[src/rtl/smult_pkg.sv]
// Shared types and constants for the scalar x vector half-precision multiply sequencer.
package smult_pkg;
  localparam int VLEN  = 16;
  localparam int IDX_W = 4;
  localparam int REG_W = 3;

  localparam logic [15:0] ONE     = 16'h3c00;
  localparam logic [15:0] NEG_ONE = 16'hbc00;
  localparam logic [15:0] MAX     = 16'h7bff;

  typedef enum logic [1:0] {S_IDLE, S_ISSUE, S_DRAIN, S_FINISH} state_t;
endpackage

[src/rtl/smult_tag_pipe.sv]
// Delay line of {valid, idx} tags that tracks each issued read until its product returns.
module smult_tag_pipe #(
  parameter int IDX_W = 4,
  parameter int DEPTH = 2
) (
  input  logic             Clk,
  input  logic             Rst,
  input  logic             in_vld,
  input  logic [IDX_W-1:0] in_idx,
  output logic             out_vld,
  output logic [IDX_W-1:0] out_idx,
  output logic             any_vld
);
  logic [DEPTH-1:0]            vld_pipe;
  logic [DEPTH-1:0][IDX_W-1:0] idx_pipe;

  always_ff @(posedge Clk or posedge Rst) begin
    if (Rst) begin
      vld_pipe <= '0;
      idx_pipe <= '0;
    end else begin
      vld_pipe <= {vld_pipe[DEPTH-2:0], in_vld};
      idx_pipe <= {idx_pipe[DEPTH-2:0], in_idx};
    end
  end

  assign out_vld = vld_pipe[DEPTH-1];
  assign out_idx = idx_pipe[DEPTH-1];
  assign any_vld = |vld_pipe;
endmodule

[src/rtl/smult_sequencer.sv]
// Streams a source vector through an external pipelined fp16 multiplier, writing
// scalar*element products to a destination vector and tracking sticky overflow.
module smult_sequencer #(
  parameter int VLEN    = smult_pkg::VLEN,
  parameter int IDX_W   = smult_pkg::IDX_W,
  parameter int REG_W   = smult_pkg::REG_W,
  parameter int MUL_LAT = 1
) (
  input  logic             Clk,
  input  logic             Rst,
  input  logic             start,
  input  logic [REG_W-1:0] src_reg,
  input  logic [REG_W-1:0] dst_reg,
  input  logic [15:0]      scalar,
  input  logic [IDX_W:0]   len,
  output logic             busy,
  output logic             done,
  output logic             V,
  output logic             rd_en,
  output logic [REG_W-1:0] rd_reg,
  output logic [IDX_W-1:0] rd_idx,
  input  logic [15:0]      rd_data,
  output logic [15:0]      mul_a,
  output logic [15:0]      mul_b,
  input  logic [15:0]      mul_p,
  input  logic             mul_ov,
  output logic             wr_en,
  output logic [REG_W-1:0] wr_reg,
  output logic [IDX_W-1:0] wr_idx,
  output logic [15:0]      wr_data
);
  import smult_pkg::*;

  localparam logic [IDX_W:0] VLEN_C = (IDX_W+1)'(VLEN);

  state_t             state, nstate;
  logic [IDX_W:0]     cnt, len_q, len_clamp;
  logic [15:0]        scal_q;
  logic [REG_W-1:0]   src_q, dst_q;
  logic               tail_vld, any_vld, accept;
  logic [IDX_W-1:0]   tail_idx;

  assign len_clamp = (len > VLEN_C) ? VLEN_C : len;
  assign accept    = (state == S_IDLE) && start;

  smult_tag_pipe #(.IDX_W(IDX_W), .DEPTH(1 + MUL_LAT)) u_tags (
    .Clk     (Clk),
    .Rst     (Rst),
    .in_vld  (rd_en),
    .in_idx  (cnt[IDX_W-1:0]),
    .out_vld (tail_vld),
    .out_idx (tail_idx),
    .any_vld (any_vld)
  );

  always_ff @(posedge Clk or posedge Rst) begin
    if (Rst) begin
      state   <= S_IDLE;
      cnt     <= '0;
      len_q   <= '0;
      scal_q  <= '0;
      src_q   <= '0;
      dst_q   <= '0;
      V       <= 1'b0;
      wr_en   <= 1'b0;
      wr_idx  <= '0;
      wr_data <= '0;
    end else begin
      state <= nstate;
      if (accept) begin
        scal_q <= scalar;
        src_q  <= src_reg;
        dst_q  <= dst_reg;
        len_q  <= len_clamp;
        cnt    <= '0;
        V      <= 1'b0;
      end else if (state == S_ISSUE) begin
        cnt <= cnt + 1'b1;
      end
      // the tag tail lines up with the product from the same element
      wr_en <= tail_vld;
      if (tail_vld) begin
        wr_idx  <= tail_idx;
        wr_data <= mul_p;
        V       <= V | mul_ov;
      end
    end
  end

  always_comb begin
    nstate = state;
    case (state)
      S_IDLE:   if (start) nstate = (len_clamp == '0) ? S_FINISH : S_ISSUE;
      S_ISSUE:  if (cnt == len_q - 1'b1) nstate = S_DRAIN;
      S_DRAIN:  if (!any_vld) nstate = S_FINISH;
      S_FINISH: nstate = S_IDLE;
      default:  nstate = S_IDLE;
    endcase
  end

  assign busy   = (state != S_IDLE);
  assign done   = (state == S_FINISH);
  assign rd_en  = (state == S_ISSUE);
  assign rd_idx = cnt[IDX_W-1:0];
  assign rd_reg = src_q;
  assign wr_reg = dst_q;
  assign mul_a  = scal_q;
  assign mul_b  = rd_data;
endmodule

[config.mk]
export PLATFORM = sky130hd
export DESIGN_NAME = smult_sequencer
export DESIGN_NICKNAME = d
export VERILOG_FILES = /design/src/rtl/smult_pkg.sv /design/src/rtl/smult_tag_pipe.sv /design/src/rtl/smult_sequencer.sv
export SDC_FILE = /design/constraint.sdc
export NUM_CORES = 1
export LEC_CHECK = 0
export CORE_ASPECT_RATIO = 2
export CORE_MARGIN = 10
export CORE_UTILIZATION = 35
export DETAILED_ROUTE_END_ITERATION = 10
export DONT_BUFFER_PORTS = 1
export GPL_TIMING_DRIVEN = 0
export HOLD_SLACK_MARGIN = 0.05
export REMOVE_ABC_BUFFERS = 1
export SLEW_MARGIN = 25
export SYNTH_ARGS = -nofsm -noshare
export SYNTH_HDL_FRONTEND = slang
export SYNTH_HIERARCHICAL = 1
export SYNTH_SLANG_ARGS = --single-unit
[constraint.sdc]
create_clock -name Clk -period 2.8 [get_ports Clk]
set_input_delay 0.56 -clock Clk [delete_from_list [all_inputs] [get_ports Clk]]
set_output_delay 0.56 -clock Clk [all_outputs]
set_load 0.01 [all_outputs]
# == Word-level counts from Yosys, hierarchy flattened ==
# Cells that the tools add are included.
# Widths: inputs -> output; s select.
# op_classes
n_eq_ne,7
bitwise,1
magnitude_cmp,1
n_addsub,2
reduce_logical,8
n_mux,10
# ops
op,n
$mux 5,3
$mux 2,4
$pmux 2 s4,1
$ne 2x2->1 const B,3
$reduce_bool 2->1,3
$add 5x1->5 const B,1
$eq 5x5->1,1
$gt 5x5->1 const B,1
$logic_not 5->1,1
$sub 5x1->5 const B,1
$eq 2x2->1 const B,2
$reduce_and 3->1,1
$eq 2x1->1 const B,1
$logic_not 2->1,1
$mux 1,2
$reduce_or 2->1,1
$logic_and 1x1->1,1
$or 1x1->1,1
# word_totals
input_bits,63
output_inout_bits,67
register_bits,66

# == Depth between registers and ports, before layout ==
# logic_depth
depth_word,6
depth_mapped,7

# == Modules after synthesis ==
# The synthesis kept the hierarchy.
# modules_own_cells
module,cells_per_inst,area_each_um2,seq_area_each_um2,instances
smult_sequencer,236,2522.4,1401.3,1
smult_tag_pipe,16,290.3,250.2,1

# == Least setup slack after synthesis ==
# No wires, ideal clock.
# synth_path
path_type,register to register
start,reg state[0]
end,reg state[0]
setup_time_ns,0.129
stages_incl_launch_ff,7
arrival_ns,1.447
path_slack_ns,1.224
path_cell_list,dfrtp_1 > inv_1 > ha_1 > nor2b_1 > a2111oi_4 > a41oi_2 > mux2i_1
# synth_between
elab_chain_cells,3
word_cells_on_any_way,9
cone_classes,eq/ne: 6; mux: 1; reduce/logical: 2
# synth_rtl
item,line_no,source
start: declaration,smult_sequencer.sv:36,"state_t state, nstate;"
start signal: assignment,smult_sequencer.sv:69,state <= nstate;
$eq 2x1->1 (tied with other cells),smult_sequencer.sv:92,case (state)
$ne 2x2->1 (no source line),n/a,
$reduce_and 3->1 (no source line),n/a,
# Several ways; a longest one is shown, not always the timed one.
# A chain may end at the register's enable or synchronous reset.

# == Worst setup path after layout ==
# layout_path
start,reg u_tags.vld_pipe[1]
end,reg state[1]
# layout_between
elab_chain_cells,3
# layout_rtl
item,line_no,source
start: declaration,smult_tag_pipe.sv:14,logic [DEPTH-1:0] vld_pipe;
start signal: assignment,smult_tag_pipe.sv:22,"vld_pipe <= {vld_pipe[DEPTH-2:0], in_vld};"
$reduce_or 2->1,smult_tag_pipe.sv:29,assign any_vld = |vld_pipe;
via any_vld,smult_sequencer.sv:40,"logic tail_vld, any_vld, accept;"
$ne 2x2->1 (no source line),n/a,
$reduce_and 3->1 (no source line),n/a,
# The timed path passes the listed nets, and every way through them passes these cells.

==> results.py <==
metrics = {
    "status": {
        "status": "completed",
    },
    "logic_synthesis": {
        "synth_mux_area_share_pct": 9.07,
        "synth_seq_cells": 66,
        "synth_top_family_by_area": "simple AND/OR/NAND/NOR gates",
        "avgSynthCellArea_um2": 11.2,
        "synth-simple-area-share_pct": 13.8,
        "synth_cell_types": 25,
        "async_flop_share_pct": 100,
        "ys.flop_type": "dfrtp_1",
        "synth-seq-area-share_pct": 58.7,
        "synth_enable_flop_cells": 0,
        "synth_area_um2": 2810,
        "synth_xor_area_share_pct": 3.74,
        "synth_adder_area_share_pct": 3.11,
        "synth_cells": 252,
        "synth-compound-area-share_pct": 2.89,
        "ys_warn_count": 6,
    },
    "timing": {
        "skew_ns": 0.00373,
        "period_needed_ns": 1.97,
        "slew_headroom_pct": 34.8,
        "worst_slack_ns": 0.830,
        "hold_viol_final": 0,
        "rsz0062_at_grt": "no",
        "slew_violations": 0,
        "timing.fmax_mhz": 508,
        "worst_pin_slew_ns": 0.975,
        "fin_setup_tns_ns": 0,
        "whs_ns": 0.0936,
        "timing.final.setup_violations": 0,
        "layout_worst_path_cycle_share_pct": 70.3,
    },
    "clock_network": {
        "cts_tree": "built",
        "clk_pin_slew_worst_paths_ns": 0.05,
        "cts-buffers-inserted": 9,
        "cts_buffer_depth": 2,
        "clk_latency_ns": 0.32,
        "root_buffer": "clkbuf_16",
        "post_cts_buffers": 0,
        "clock_sinks": 66,
        "cts_max_level": 3,
    },
    "placed_design": {
        "dp_hpwl_mm": 4.80,
        "portBuffers": 0,
        "finalWeightedCongestion": 0.717,
        "place_ws_ns": 0.777,
    },
    "power": {
        "ir_drop_v": 0.000605,
        "p_per_area_nw_per_um2": 1300,
        "p_leak_nw": 1.46,
    },
    "setup_path": {
        "worstRegToRegCells": 4,
        "timing.rr.end": "state[1]",
        "cp-end-kind": "flip-flop",
        "worstPathRequired_ns": 3.00,
        "crit_arrival_ns": 2.17,
        "crit-reg2reg-launch": "u_tags/vld_pipe[1]",
        "critPathMaxFanout": 23,
        "cp-start-kind": "flip-flop",
        "worst-setup-path-type": "reg -> reg",
        "r2r_slack_ns": 0.83,
    },
    "route": {
        "drtPass1Iterations": 6,
        "drt-total-wl_mm": 6.25,
        "viasPerCell": 4.83,
        "routedWlPerCell_um": 18.8,
        "num_vias": 1603,
        "dr.first_iter.drc_count": 70,
        "drc": 0,
        "ant_nets": 0,
    },
    "floorplan": {
        "rows": 46,
        "start_util_pct": 35.7,
        "dieArea_um2": 12200,
        "fp.dieH_um": 147,
        "io_pins": 130,
        "fp.dieW_um": 83.4,
        "core_area_um2": 7890,
    },
    "global_route": {
        "grt_first_pass_wirelength_mm": 9.56,
        "grt_max_degree": 40,
        "grt.total_usage_pct": 10.0,
        "grt_overflow_total": 0,
        "grt_pass1_vias": 1727,
        "grt_antenna_before_repair": 0,
    },
    "run": {
        "cap_violations": 0,
    },
    "cells_and_area": {
        "regArea_um2": 1650,
        "multi_input_area_um2": 918,
        "drive_above_1_share_pct": 15.7,
        "nets": 302,
        "area_delta_synth_final_pct": 8.59,
        "diodes": 0,
        "fillers": 770,
    },
    "worst_hold_path": {
        "min_path_type": "in -> async",
    },
}
worst max-delay path: stages, from the launching register on:
cell and delay, ns:
dfrtp_1 0.69, or2_1 0.42, a2111oi_4 0.37, a41oi_2 0.21, mux2i_1 0.15
layer usage:
metal	global-route usage (%)	routed length, um	up-vias
met5	0	0	-
met4	6.59	199	0
met3	5.81	697	14
met2	16.9	3300	86
met1	8.79	2060	770
li1	-	-	733
report_power, final:
part,internal (W),total [W],switching (W)
logic,0.000457,0.000932,0.000475
registers,0.00138,0.00191,0.000529
clock network,0.000773,0.00115,0.000373
total,0.00261,0.00399,0.00138
synthesized netlist by cell type, drive strengths merged, types with 3 or more instances:
cell    count  area share [%]
mux2       20             8.0
xnor2       6             1.9
clkbuf      9             1.2
xor2        6             1.9
o21ai       4            0.71
mux2i       3             1.1
nand2      73             9.7
dfrtp      66              59
nor2        8             1.1
buf        24             6.4
inv         8             1.1
ha          7             3.1
stage by stage:
step           instances  instance area (um2)  total power (W)  utilization [%]
2_1_floorplan        219                 2600          0.00260                -
3_3_place_gp         315                 2720          0.00285             34.5
3_5_place_dp         316                 2740          0.00291             34.8
4_1_cts              332                 3050          0.00408             38.7
5_1_grt              332                 3050          0.00426             38.7
6_report             332                 3050          0.00399             38.7
logic make-up (layout without fill, tap and decap cells):
| logic type | count (synthesis) | after routing |
|---|---|---|
| AOI/OAI and AO/OA | 9 | 9 |
| xor gates and xnor gates | 12 | 12 |
| adders and majority gates | 7 | 7 |
| buffers and inverters | 41 | 25 |
| DFF | 66 | 66 |
| muxes | 23 | 23 |
| and+or+nand+nor | 94 | 94 |
repair_timing:
item                                    4_1_cts  5_1_grt
hold endpoints to repair                     17        0
hold buffers                                  1        0
endpoints found under the setup margin        0        0
gates resized for setup                       0        0
worst max-delay path by stage:
stage | slack, ns | start | cells after the start | to
after CTS | 0.77 | u_tags/vld_pipe[1] | 4 | state[1]
final | 0.83 | u_tags/vld_pipe[1] | 4 | state[1]
after global routing | 0.68 | u_tags/vld_pipe[1] | 4 | state[1]
after detailed placement | 0.78 | u_tags/vld_pipe[1] | 4 | state[1]
after floorplan | 0.87 | Rst | 1 | V
after global placement | 0.24 | Rst | 1 | rd_reg[0]
final cells by class:
cell class                 instances  area share, %
multi-input combinational        145           30.1
clock inverter                     3           2.13
tap                               96           3.93
clock buffer                      12           7.74
inverter                           8           1.07
sequential                        66           54.1
timing repair buffer               2          0.983
layout by cell type (no fill, tap or decap):
cell           count
a2111oi_4          1
a211oi_1           1
a21oi_1            2
a41oi_2            1
and2_2             1
buf_12             1
bufinv_16          2
clkbuf_1           3
clkbuf_16          9
clkinv_2           1
dfrtp_1           66
dlygate4sd3_1      1
ha_1               7
inv_1              7
inv_4              1
mux2_2            20
mux2i_1            3
nand2_1           73
nand2b_1           2
nand3b_1           2
nand4_1            2
nor2_1             8
nor2b_1            1
nor3_1             2
nor3b_1            1
o21ai_0            4
or2_1              1
or4_1              1
xnor2_1            6
xor2_1             6
Note: power is estimated with default switching activity, not from simulation.
